**src/rtl/mem_pkg.sv**
```systemverilog
// Shared definitions for the memory block reader: default widths, depth and
// the reader FSM state encoding.
package mem_pkg;

  localparam int ADDR_W_DEF = 2;
  localparam int DATA_W_DEF = 8;
  localparam int MEM_DEPTH  = 4;

  typedef enum logic [1:0] {
    IDLE    = 2'd0,
    SETUP   = 2'd1,
    PRESENT = 2'd2,
    DONE    = 2'd3
  } state_t;

endpackage

```
**src/rtl/mem_block_reader.sv**
```systemverilog
// Read-side controller for the small store/addr memory block. Drives the
// address, waits SETTLE cycles, captures the combinational byte and streams
// it out over valid/ready, folding each transferred byte into an XOR checksum.
module mem_block_reader
  import mem_pkg::*;
#(
  parameter int ADDR_W = ADDR_W_DEF,
  parameter int DATA_W = DATA_W_DEF,
  parameter int SETTLE = 1
) (
  input  logic              clk,
  input  logic              reset,
  input  logic              start,
  input  logic [ADDR_W-1:0] start_addr,
  input  logic [ADDR_W:0]   len,
  output logic [ADDR_W-1:0] mem_addr,
  output logic              mem_store,
  input  logic [DATA_W-1:0] mem_data,
  output logic [DATA_W-1:0] out_data,
  output logic              out_valid,
  input  logic              out_ready,
  output logic              busy,
  output logic              done,
  output logic [DATA_W-1:0] checksum
);

  // Settle counter compares against this; SETTLE is limited to 1..15.
  localparam logic [3:0] SETTLE_LAST = 4'(SETTLE - 1);

  state_t            state,       state_nxt;
  logic [ADDR_W-1:0] addr_q,      addr_nxt;
  logic [ADDR_W:0]   remaining_q, remaining_nxt;
  logic [3:0]        settle_q,    settle_nxt;
  logic [DATA_W-1:0] data_q,      data_nxt;
  logic [DATA_W-1:0] ck_q,        ck_nxt;
  logic              valid_q,     valid_nxt;
  logic              xfer;

  assign xfer      = valid_q & out_ready;
  assign mem_addr  = addr_q;
  assign mem_store = 1'b0;
  assign out_data  = data_q;
  assign out_valid = valid_q;
  assign checksum  = ck_q;
  assign busy      = (state != IDLE);
  assign done      = (state == DONE);

  // State and datapath registers; reset abandons any burst immediately.
  always_ff @(posedge clk or posedge reset) begin
    if (reset) begin
      state       <= IDLE;
      addr_q      <= '0;
      remaining_q <= '0;
      settle_q    <= '0;
      data_q      <= '0;
      ck_q        <= '0;
      valid_q     <= 1'b0;
    end else begin
      // NOTE: non-blocking so every register samples pre-edge values of the others.
      state       <= state_nxt;
      addr_q      <= addr_nxt;
      remaining_q <= remaining_nxt;
      settle_q    <= settle_nxt;
      data_q      <= data_nxt;
      ck_q        <= ck_nxt;
      valid_q     <= valid_nxt;
    end
  end

  // Next-state and next-datapath logic for the burst sequencer.
  always_comb begin
    // NOTE: hold-value defaults first so no path leaves a signal unassigned (no latches).
    state_nxt     = state;
    addr_nxt      = addr_q;
    remaining_nxt = remaining_q;
    settle_nxt    = settle_q;
    data_nxt      = data_q;
    ck_nxt        = ck_q;
    valid_nxt     = valid_q;

    unique case (state)
      IDLE: begin
        if (start) begin
          ck_nxt = '0;
          if (len == '0) begin
            state_nxt = DONE;
          end else begin
            addr_nxt      = start_addr;
            remaining_nxt = len;
            settle_nxt    = '0;
            state_nxt     = SETUP;
          end
        end
      end

      SETUP: begin
        settle_nxt = settle_q + 4'd1;
        if (settle_q == SETTLE_LAST) begin
          data_nxt  = mem_data;
          valid_nxt = 1'b1;
          state_nxt = PRESENT;
        end
      end

      PRESENT: begin
        if (xfer) begin
          ck_nxt        = ck_q ^ data_q;
          remaining_nxt = remaining_q - (ADDR_W + 1)'(1);
          valid_nxt     = 1'b0;
          if (remaining_q == (ADDR_W + 1)'(1)) begin
            state_nxt = DONE;
          end else begin
            // Address wraps naturally modulo the memory depth.
            addr_nxt   = addr_q + ADDR_W'(1);
            settle_nxt = '0;
            state_nxt  = SETUP;
          end
        end
      end

      DONE: begin
        state_nxt = IDLE;
      end

      default: begin
        state_nxt = IDLE;
      end
    endcase
  end

endmodule

```
**config.mk**
```make
export PLATFORM = sky130hd
export DESIGN_NAME = mem_block_reader
export DESIGN_NICKNAME = d
export VERILOG_FILES = /design/src/rtl/mem_pkg.sv /design/src/rtl/mem_block_reader.sv
export SDC_FILE = /design/constraint.sdc
export NUM_CORES = 1
export LEC_CHECK = 0
export ABC_AREA = 1
export CAP_MARGIN = 0
export CORE_MARGIN = 2
export CORE_UTILIZATION = 65
export CTS_CLUSTER_DIAMETER = 200
export DETAILED_ROUTE_END_ITERATION = 10
export DONT_BUFFER_PORTS = 1
export GPL_TIMING_DRIVEN = 0
export PLACE_DENSITY = 0.81
export RECOVER_POWER = 25
export REMOVE_ABC_BUFFERS = 1
export SYNTH_ARGS = -nofsm -noshare
export SYNTH_HDL_FRONTEND = slang
export SYNTH_SLANG_ARGS = --single-unit
```
**constraint.sdc**
```tcl
create_clock -name clk -period 3.39 [get_ports clk]
set_input_delay 0.339 -clock clk [delete_from_list [all_inputs] [get_ports clk]]
set_output_delay 0.339 -clock clk [all_outputs]
set_load 0.02 [all_outputs]
```
Word level (Yosys, flattened, before mapping)
Cells that the tools add are included.
{"block": "totals", "elab_cells": 61, "ff_bits": 28, "out_inout_bits": 22, "inputBits": 17}
{"block": "op_classes", "add_sub_neg": 3, "n_bitwise": 2, "reduce_logical": 14, "mux": 26, "eq_ne": 9}
{"cell": "two-way mux 2 bit", "count": 9}
{"cell": "two-way mux 4 bit", "count": 4}
{"cell": "two-way mux 8 bit", "count": 2}
{"cell": "one-hot mux 8 bit (2 select lines)", "count": 1}
{"cell": "one-hot mux 4 bit (3 select lines)", "count": 1}
{"cell": "inequality test 2 bit (second input constant)", "count": 5}
{"cell": "AND reduction 5 bit", "count": 2}
{"cell": "two-way mux 3 bit", "count": 3}
{"cell": "AND reduction 3 bit", "count": 3}
{"cell": "one-hot mux 2 bit (4 select lines)", "count": 1}
{"cell": "XOR 8 bit", "count": 1}
{"cell": "one-hot mux 3 bit (2 select lines)", "count": 1}
{"cell": "nonzero test 2 bit", "count": 3}
{"cell": "adder 4 x 1 -> 4 bit (second input constant)", "count": 1}
{"cell": "equality test 2 bit (second input constant)", "count": 2}
{"cell": "zero test 4 bit", "count": 1}
{"cell": "one-hot mux 2 bit (2 select lines)", "count": 1}
{"cell": "AND reduction 4 bit", "count": 1}
{"cell": "equality test 3 x 1 -> 1 bit (second input constant)", "count": 1}
{"cell": "zero test 3 bit", "count": 1}
{"cell": "nonzero test 3 bit", "count": 1}
{"cell": "subtractor 3 x 1 -> 3 bit (second input constant)", "count": 1}
{"cell": "adder 2 x 1 -> 2 bit (second input constant)", "count": 1}
{"cell": "equality test 2 x 1 -> 1 bit (second input constant)", "count": 1}
{"cell": "other kinds (5)", "count": 6}

Longest topological paths before layout
Gate-level depths: netlist (run 1).
{"block": "logic_depth", "ltp_word": 4, "mapped_depth": 9, "ltp_nobuf": 8}

Worst setup path before layout (run 1)
Ideal clock, no wire load.
{"block": "synth_path", "kind": "register to output", "startpoint": "reg state[0]", "endpoint": "out done", "t_required_ns": 3.051, "path_stages_with_launch": 4, "arrival_time_ns": 0.911, "n_path_buf": 1, "setup_slack_ns": 2.140, "cell_sequence": "dfrtp_1 -> clkbuf_1 -> nand2_1 -> inv_1"}
{"block": "synth_between", "elab_chain_len": 1}
{"element": "start: declaration", "line": "mem_block_reader.sv:30", "rtl": "state_t state, state_nxt;"}
{"element": "start signal: assignment", "line": "mem_block_reader.sv:60", "rtl": "state <= state_nxt;"}
{"element": "equality test 2 bit", "line": "mem_block_reader.sv:46", "rtl": "assign done = (state == DONE);"}
{"element": "end: declaration", "line": "mem_block_reader.sv:23", "rtl": "output logic done,"}
Every way passes these cells.

Worst setup path after layout (run 1)
{"block": "layout_path", "startpoint": "reg state[0]", "endpoint": "reg ck_q[6], in the netlist checksum[6]"}
{"block": "layout_between", "elab_chain_len": 3, "elab_cells_between_ends": 7, "classes_between": "eq/ne: 3; mux: 1; reduce/logical: 3"}
{"element": "equality test 2 bit or zero test 2 bit (tied branches)", "line": "mem_block_reader.sv:81", "rtl": "unique case (state)"}
{"element": "inequality test 2 bit (no source line) or nonzero test 2 bit (tied branches)"}
{"element": "AND reduction 3 bit (no source line)"}
{"element": "end signal: assignment", "line": "mem_block_reader.sv:65", "rtl": "ck_q <= ck_nxt;"}
{"element": "end: declaration", "line": "mem_block_reader.sv:35", "rtl": "logic [DATA_W-1:0] ck_q, ck_nxt;"}
Several ways; a longest one is shown, not always the timed one.
A chain may end at the register's enable or synchronous reset.

==> results.yml, run 1 <==
clocking:
  cts_buffer_depth: 2
  cts_setup_buffers: 0
  root_buffer: "clkbuf_4"
  path_clk_slew_ns: 0.15
  cts_num_sinks: 28
  ctsResizeCount: 0
  cts_tree: "yes"
  clk_latency_ns: 0.32
  htree_levels: 1
  cts_buffers: 3
  cts.hold.buffers_added: 0
final_layout:
  final_common_cell: "nand2_1"
  nets: 208
  diodes: 0
  drive_above_1_share: 0.09140
  area_growth_pct: 2.138
  final_cells: 214
  mostFrequentLayoutCells: "nand2_1, dfrtp_1, inv_1, o21ai_0, nand3_1"
sta:
  min_period_ns: 1.776
  finalHoldViolCount: 0
  skew_ns: 0.005909
  slew_viol_final: 0
  max_freq_ghz: 0.5631
  slew_headroom: 0.3005
  min_period_over_period: 0.5238
  tightest_slew_ns: 1.048
  holdWs_ns: 0.1210
  rsz0062_at_grt: "false"
  finalSetupTns_ns: 0
  setup_viol: 0
floorplan:
  coreArea_sq_mm: 0.002212
  ios: 39
  dieHeight_um: 52.38
  dieArea_sq_mm: 0.002744
  initial_core_util: 0.6878
  rows: 17
  die_width_um: 52.38
setup_path:
  cp-start-kind: "flip-flop"
  ff2ff_path_depth: 6
  reg2reg_slack_ns: 1.61
  crit_required_ns: 3.61
  path_max_fanout: 15
  crit_type: "reg -> reg"
  worstSetupEndpointType: "flip-flop"
  crit_arrival_ns: 2.00
drt:
  drc_errors: 0
  antenna_left: 0
  avgViaCountPerCell: 5.626
  avgRoutedWirePerCell_um: 13.80
  dr.pass1.iters: 4
  wirelength_um: 2954
  vias: 1204
  drtIter0Drc: 11
grt:
  grtUsageTotal: 0.2489
  grt_pass1_vias: 1235
  overflow: 0
  grt_first_pass_wirelength_um: 5071
  antenna_found_initial: 0
  grt_max_degree: 29
min_path:
  hold_class: "in -> reg"
  hold_depth: 2
placement:
  place.gp.congestion: 0.7867
  post-dp-hpwl_um: 2169
  portBuffers: 0
  place_inst: 210
job:
  maxCapViolations: 0
synth:
  syn_area_per_cell_sq_um: 8.136
  ys_seq_elements: 28
  syn_area_sq_mm: 0.001521
  yosys_warnings: 0
  ys_types: 25
  syn_inst: 187
  yosysSeqAreaShare: 0.4605
power:
  vdd_drop_max_v: 0.0006075
  leakage_nw: 0.8684
  pwr_density_cell_mw_per_mm2: 1034
outcome:
  status: "complete, no violations"
-- cell families after synthesis --
family,synth area share
AND/OR/NAND/NOR,0.2673
buffers and inverters,0.09375
AO/OA/AOI/OAI,0.09704
flip-flops,0.4605
XOR/XNOR,0.04605
adder cells (fa/ha/maj),0.03290
other,0.002465
-- where the power goes --
group / internal (W) / total, W / leakage [nW] / switching, W
combinational: 0.000224 / 0.000636 / 0.489 / 0.000412
sequential: 0.000487 / 0.000809 / 0.359 / 0.000322
clock: 0.0000656 / 0.000162 / 0.0210 / 0.0000962
total: 0.000776 / 0.00161 / 0.868 / 0.000831
-- path summary, 6_finish.rpt --
check,start,to
max,state[0],checksum[6]
min in group asynchronous,reset,remaining_q[2]
max reg2reg,state[0],checksum[6]
min,mem_data[3],out_data[3]
max in group asynchronous,reset,checksum[5]
min reg2reg,settle_q[3],settle_q[3]
-- cell type report --
type                    count  area, sq um
inverters                  27        103.9
flip-flops and latches     28        700.7
multi-input cells         127        678.2
fillers                   180        658.1
well taps                  28        35.03
clock buffers               4        36.28
-- metal layers --
metal,global-route usage,part of all wire,up-vias
li1,-,-,584
met1,0.2590,0.40,578
met2,0.4938,0.53,40
met3,0.05429,0.058,2
met4,0.05983,0.0047,0
met5,0,0,-
-- critical path, cell delays in order (launching register included) --
cell and delay [ns]:
dfrtp_1 0.60, nor2_4 0.41, nand2_2 0.15, nand2_2 0.23
nor2_2 0.13, nand3_1 0.11, nand2_1 0.06
-- synth_stat cells, drive strengths merged --
cell | n | share of area
ha | 4 | 0.033
nor2 | 10 | 0.041
clkbuf | 1 | 0.0025
o21ai | 27 | 0.089
inv | 27 | 0.068
or2 | 1 | 0.0041
dfrtp | 28 | 0.46
nand2 | 55 | 0.14
nand4 | 1 | 0.0041
nand3 | 18 | 0.079
buf | 4 | 0.023
conb | 1 | 0.0025
o21a | 1 | 0.0049
a21oi | 1 | 0.0033
xor2 | 8 | 0.046
-- sequential cells by signal, summed over array words and instances, names as in the netlist --
register and count:
remaining_q 3, out_data 8, mem_addr 2, out_valid 1
settle_q 4, state 2, checksum 8
-- per-stage QoR --
step / utilization / power [W] / setup slack (ns) / cell area, sq um
2_1_floorplan: - / 0.001288 / 2.011 / 1483
3_3_place_gp: 0.6861 / 0.001401 / 1.686 / 1518
3_5_place_dp: 0.6861 / 0.001454 / 1.642 / 1518
4_1_cts: 0.7025 / 0.001614 / 1.619 / 1554
5_1_grt: 0.7025 / 0.001736 / 1.454 / 1554
6_report: 0.7025 / 0.001607 / 1.614 / 1554
Power figures use the tool's default switching activity.
==> run 2: changes to the inputs <==
- CORE_UTILIZATION: 65 -> 56
- PLACE_DENSITY: 0.81 -> 0.74
- clock period: 3.39 -> 1.5 ns (I/O delays scaled with it)
==> run 2 against run 1 <==
Net effect:
- sequential share of layout area fell by 3.8 points
- highest routed layer is now met3
- non-clock buffer count rose by 14
- count of clock-buffer cells in the layout did not move
- die area rose by 15%
- wire length rose by 1.7%
- global-route usage fell by 4.3 points
- clock skew fell by 0.0031 ns
- fmax rose by 31%
- critical endpoint unchanged
- first-iteration DRC count rose to 4.1 times the previous value
- register-to-register slack got worse by 1.5 ns
- final area rose by 9.5%
- utilization fell by 2.8 points
==> results.yml, run 2 (synthesis gave the netlist of run 1 again) <==
placement:
  post-dp-hpwl_um: 2092
  portBuffers: 0
  post-place-ws_ns: -0.2331
  place.gp.congestion: 0.7631
  place_area_sq_mm: 0.001520
drt:
  drtIter0Drc: 45
  vias: 1229
  dr.pass1.iters: 4
  avgRoutedWirePerCell_um: 13.07
  antenna_left: 0
  avgViaCountPerCell: 5.343
  wirelength_um: 3005
  drc_errors: 0
sta:
  min_period_over_period: 0.9053
  slew_viol_final: 0
  slew_headroom: 0.2958
  rsz0062_at_grt: "false"
  min_period_ns: 1.358
  setup_viol: 0
  holdWs_ns: 0.05983
  setup_ws_ns: 0.1420
  finalHoldViolCount: 0
  tightest_slew_ns: 1.055
  skew_ns: 0.002857
  max_freq_ghz: 0.7364
  finalSetupTns_ns: 0
clocking:
  cts_buffers: 3
  cts_tree: "yes"
  clk_latency_ns: 0.32
  htree_levels: 1
  cts_buffer_depth: 2
  path_clk_slew_ns: 0.15
  cts_num_sinks: 28
  root_buffer: "clkbuf_4"
floorplan:
  die_width_um: 56.13
  initial_core_util: 0.6032
  ios: 39
  rows: 18
  dieArea_sq_mm: 0.003150
  dieHeight_um: 56.13
  coreArea_sq_mm: 0.002522
setup_path:
  reg2reg_slack_ns: 0.14
  crit_chain: "inv_2, nor2_4, nand2_2, nand2_4, nor2_4, nand3_1, nand2_1"
  path_max_fanout: 11
  timing.rr.start: "state[1]"
  endpoint: "checksum[6]"
  crit_arrival_ns: 1.64
  ff2ff_path_depth: 7
  slowest_delay_ns: 0.50
  crit_required_ns: 1.78
  cp-start-kind: "flip-flop"
  cpMostUsedCell: "nor2_4"
  worstSetupEndpointType: "flip-flop"
  timing.rr.end: "checksum[6]"
  crit_slowest_cell: "dfrtp_2"
  crit_type: "reg -> reg"
  crit_start: "state[1]"
power:
  finalPower_w: 0.003763
  cellInternalPower_w: 0.001853
  p_sw_frac: 0.5076
  clkPwrFrac: 0.100
  pwr-share-seq: 0.482
  switchingPower_w: 0.001910
  vdd_drop_max_v: 0.001570
  pwr_density_cell_mw_per_mm2: 2212
  comb_power_share: 0.419
  leakage_nw: 0.9299
min_path:
  hold_class: "in -> reg"
final_layout:
  fillers: 213
  mostFrequentLayoutCells: "nand2_1, dfrtp_1, inv_1, o21ai_0, nand3_1"
  multiInputGateArea_sq_um: 690.7
  diodes: 0
  final_common_cell: "nand2_1"
  drive_above_1_share: 0.1200
  nets: 222
  regArea_sq_um: 703.2
  area_growth_pct: 11.84
  finalInstanceArea_sq_mm: 0.001702
grt:
  grtUsageTotal: 0.2056
  overflow: 0
  grt_pass1_vias: 1229
  antenna_found_initial: 0
  grt_max_degree: 29
  grt_first_pass_wirelength_um: 5292
outcome:
  status: "complete, no violations"
job:
  maxCapViolations: 0
## run 2: cell types whose count changed in the layout (fill, tap and decap cells not counted)
cell           previous run  this run
dlygate4sd3_1             0        10
nand2_2                   2         1
buf_4                     0         4
nor2_4                    3         4
nor2_1                    6         5
nand2_4                   0         1
dfrtp_1                  28        26
dfrtp_2                   0         2
## run 2: power groups by stage
stage / sequential [W] / combinational (W) / clock (W)
6_report: 0.00181 / 0.00158 / 0.000375
5_1_grt: 0.00188 / 0.00181 / 0.000406
4_1_cts: 0.00183 / 0.00149 / 0.000380
3_5_place_dp: 0.00184 / 0.00143 / 0
3_3_place_gp: 0.00183 / 0.00136 / 0
2_1_floorplan: 0.00174 / 0.00117 / 0
## run 2: worst min path at each step
stage / cells after the start / slack, ns / startpoint / endpoint
detailed placement: 2 / 0.29 / mem_data[3] / out_data[3]
finish: 4 / 0.06 / len[1] / remaining_q[1]
floorplan: 1 / 0.22 / reset / checksum[0]
CTS: 3 / 0.06 / out_ready / state[1]
global route: 4 / 0.07 / len[0] / remaining_q[0]
global placement: 2 / 0.29 / mem_data[1] / out_data[1]
## run 2: final cells by class
cell class	count	area share
sequential	28	0.4132
tap	30	0.02206
inverter	27	0.06103
clock buffer	4	0.02132
timing repair buffer	14	0.07647
multi-input combinational	127	0.4059
## run 2: what timing repair did
action                                  4_1_cts  5_1_grt
pin swaps                                     1        1
cloned                                        0        0
endpoints found under the hold margin        37        0
setup buffers                                 1        3
hold buffers                                 10        0
gates resized for setup                       2        4
endpoints found under the setup margin       20       19
## run 2: metal layers
| metal | global-route usage | part of all wire |
|---|---|---|
| met2 | 0.3731 | 0.51 |
| met4 | 0.05442 | 0 |
| met1 | 0.2443 | 0.44 |
| met5 | 0 | 0 |
| met3 | 0.04419 | 0.055 |
## run 2: worst max-delay path, delay by kind of cell, from the launching register on
family	cells	cell delay, ns
flops	1	0.50
buf+inv	1	0.09
simple gates	6	0.72
## run 2: stage by stage
stage | std cells | utilization
finish | 230 | 0.6746
global route | 230 | 0.6746
CTS | 227 | 0.6622
detailed placement | 212 | 0.6027
global placement | 212 | 0.6027
floorplan | 182 | -
==> run 3: changes to the inputs <==
- REMOVE_ABC_BUFFERS: 1 -> default
==> run 3 against run 2 <==
Net effect:
- register-to-register slack got worse by 0.02 ns
- global-route usage increased by 0.61 points
- hold slack got worse by 0.0061 ns
- non-clock buffer count increased by 1
- first-iteration DRC count increased by 27%
- clock skew decreased by 0.00080 ns
- sequential power about the same
- via count increased by 2.8%
- fmax decreased by 3.9%
- die area unchanged
- final cell count increased by 0.43%
- setup slack got worse by 0.055 ns
- largest cell class unchanged
- largest power group unchanged
==> results.yml, run 3 (synthesis gave the netlist of run 1 again) <==
floorplan:
  dieArea_sq_mm: 0.003150
  ios: 39
  initial_core_util: 0.6032
  coreArea_sq_mm: 0.002522
  rows: 18
  dieHeight_um: 56.13
  die_width_um: 56.13
power:
  comb_power_share: 0.418
  vdd_drop_max_v: 0.001569
  cellInternalPower_w: 0.001846
  switchingPower_w: 0.001890
  clkPwrFrac: 0.098
  pwr-share-seq: 0.484
  pwr_density_cell_mw_per_mm2: 2195
  finalPower_w: 0.003736
  leakage_nw: 0.9305
  p_sw_frac: 0.5060
min_path:
  hold_class: "in -> reg"
grt:
  antenna_found_initial: 0
  grtUsageTotal: 0.2117
  grt_pass1_vias: 1275
  grt_max_degree: 29
  grt_first_pass_wirelength_um: 5395
  overflow: 0
sta:
  min_period_ns: 1.413
  setup_ws_ns: 0.08750
  holdWs_ns: 0.05377
  slew_viol_final: 0
  setup_viol: 0
  slew_headroom: 0.5914
  min_period_over_period: 0.9417
  skew_ns: 0.002055
  tightest_slew_ns: 0.6116
  rsz0062_at_grt: "true"
  max_freq_ghz: 0.7080
  finalHoldViolCount: 0
final_layout:
  final_common_cell: "nand2_1"
  nets: 223
  fillers: 209
  diodes: 0
  final_cells: 231
  area_growth_pct: 11.84
  regArea_sq_um: 701.9
  drive_above_1_share: 0.1194
  multiInputGateArea_sq_um: 678.2
  fin_util: 0.6746
  mostFrequentLayoutCells: "nand2_1, dfrtp_1, inv_1, o21ai_0, nand3_1"
setup_path:
  crit_type: "reg -> out"
  crit_slowest_cell: "dfrtp_2"
  cp-start-kind: "flip-flop"
  path_buf_inv: 2
  path_max_fanout: 10
  crit_chain: "buf_2, nand2_1, inv_1"
  critPathTopFamily: "flip-flops"
  crit_required_ns: 1.35
  worstSetupEndpointType: "primary output"
  slowest_delay_ns: 0.47
  crit_arrival_ns: 1.26
clocking:
  root_buffer: "clkbuf_4"
  cts_num_sinks: 28
  cts_buffer_depth: 2
  clk_latency_ns: 0.32
  cts_buffers: 3
  htree_levels: 1
  path_clk_slew_ns: 0.15
  cts_tree: "yes"
placement:
  place_inst: 217
  post-place-ws_ns: 0.1520
  portBuffers: 0
  post-dp-hpwl_um: 2154
  place.gp.congestion: 0.8082
drt:
  dr.pass1.iters: 5
  antenna_left: 0
  drtIter0Drc: 57
  wirelength_um: 2988
  avgRoutedWirePerCell_um: 12.94
  avgViaCountPerCell: 5.468
  drc_errors: 0
  vias: 1263
synth:
  syn_nets: 208
outcome:
  status: "complete, no violations"
job:
  maxCapViolations: 0
==> run 3: final cells by class <==
cell class | count | area share
flip-flops and latches | 28 | 0.4125
multi-input cells | 127 | 0.3985
inverters | 27 | 0.06324
repair buffers | 10 | 0.05882
plain buffers | 5 | 0.02353
well taps | 30 | 0.02206
clock buffers | 4 | 0.02132
==> run 3: final timing paths <==
kind / slack, ns / cells past startpoint / endpoint / startpoint
min in group asynchronous: 0.36 / 2 / settle_q[0] / reset
max reg2reg: 0.12 / 7 / settle_q[2] / remaining_q[0]
min reg2reg: 0.55 / 2 / settle_q[1] / settle_q[1]
max: 0.09 / 3 / done / state[0]
max in group asynchronous: 0.77 / 2 / state[0] / reset
min: 0.05 / 3 / state[1] / out_ready
==> run 3: power by group through the flow <==
stage	registers [W]	clock network, W	logic, W
finish	0.00181	0.000367	0.00156
global route	0.00187	0.000401	0.00181
CTS	0.00181	0.000369	0.00157
detailed placement	0.00182	0	0.00154
global placement	0.00180	0	0.00148
floorplan	0.00172	0	0.00127
==> run 3: per-layer routing <==
metal / routed length [um] / GRT usage / up-vias / share of wire
li1: - / - / 609 / -
met4: 20 / 0.06463 / 0 / 0.0067
met3: 217 / 0.05814 / 2 / 0.073
met1: 1267 / 0.2478 / 599 / 0.42
met5: 0 / 0 / - / 0
met2: 1482 / 0.3748 / 53 / 0.50
==> run 3: worst min-delay path, stage by stage <==
cell,delay (ns)
nand2_1,0.04
nand2_2,0.10
nand2_1,0.06
==> run 3: metrics by stage <==
stage                      TNS, ns  instance area [sq um]
after floorplan                  0                   1521
after global placement           0                   1559
after detailed placement         0                   1559
after CTS                        0                   1698
after global routing      -0.02196                   1702
final                            0                   1702
==> run 3: repair_timing <==
| action | in CTS | in global routing |
|---|---|---|
| cloned | 0 | 0 |
| resized for setup | 2 | 2 |
| buffers inserted | 0 | 0 |
| endpoints found under the hold margin | 37 | 0 |
| setup endpoints to repair | 1 | 6 |
| hold buffers | 10 | 0 |
| pin swaps | 0 | 0 |
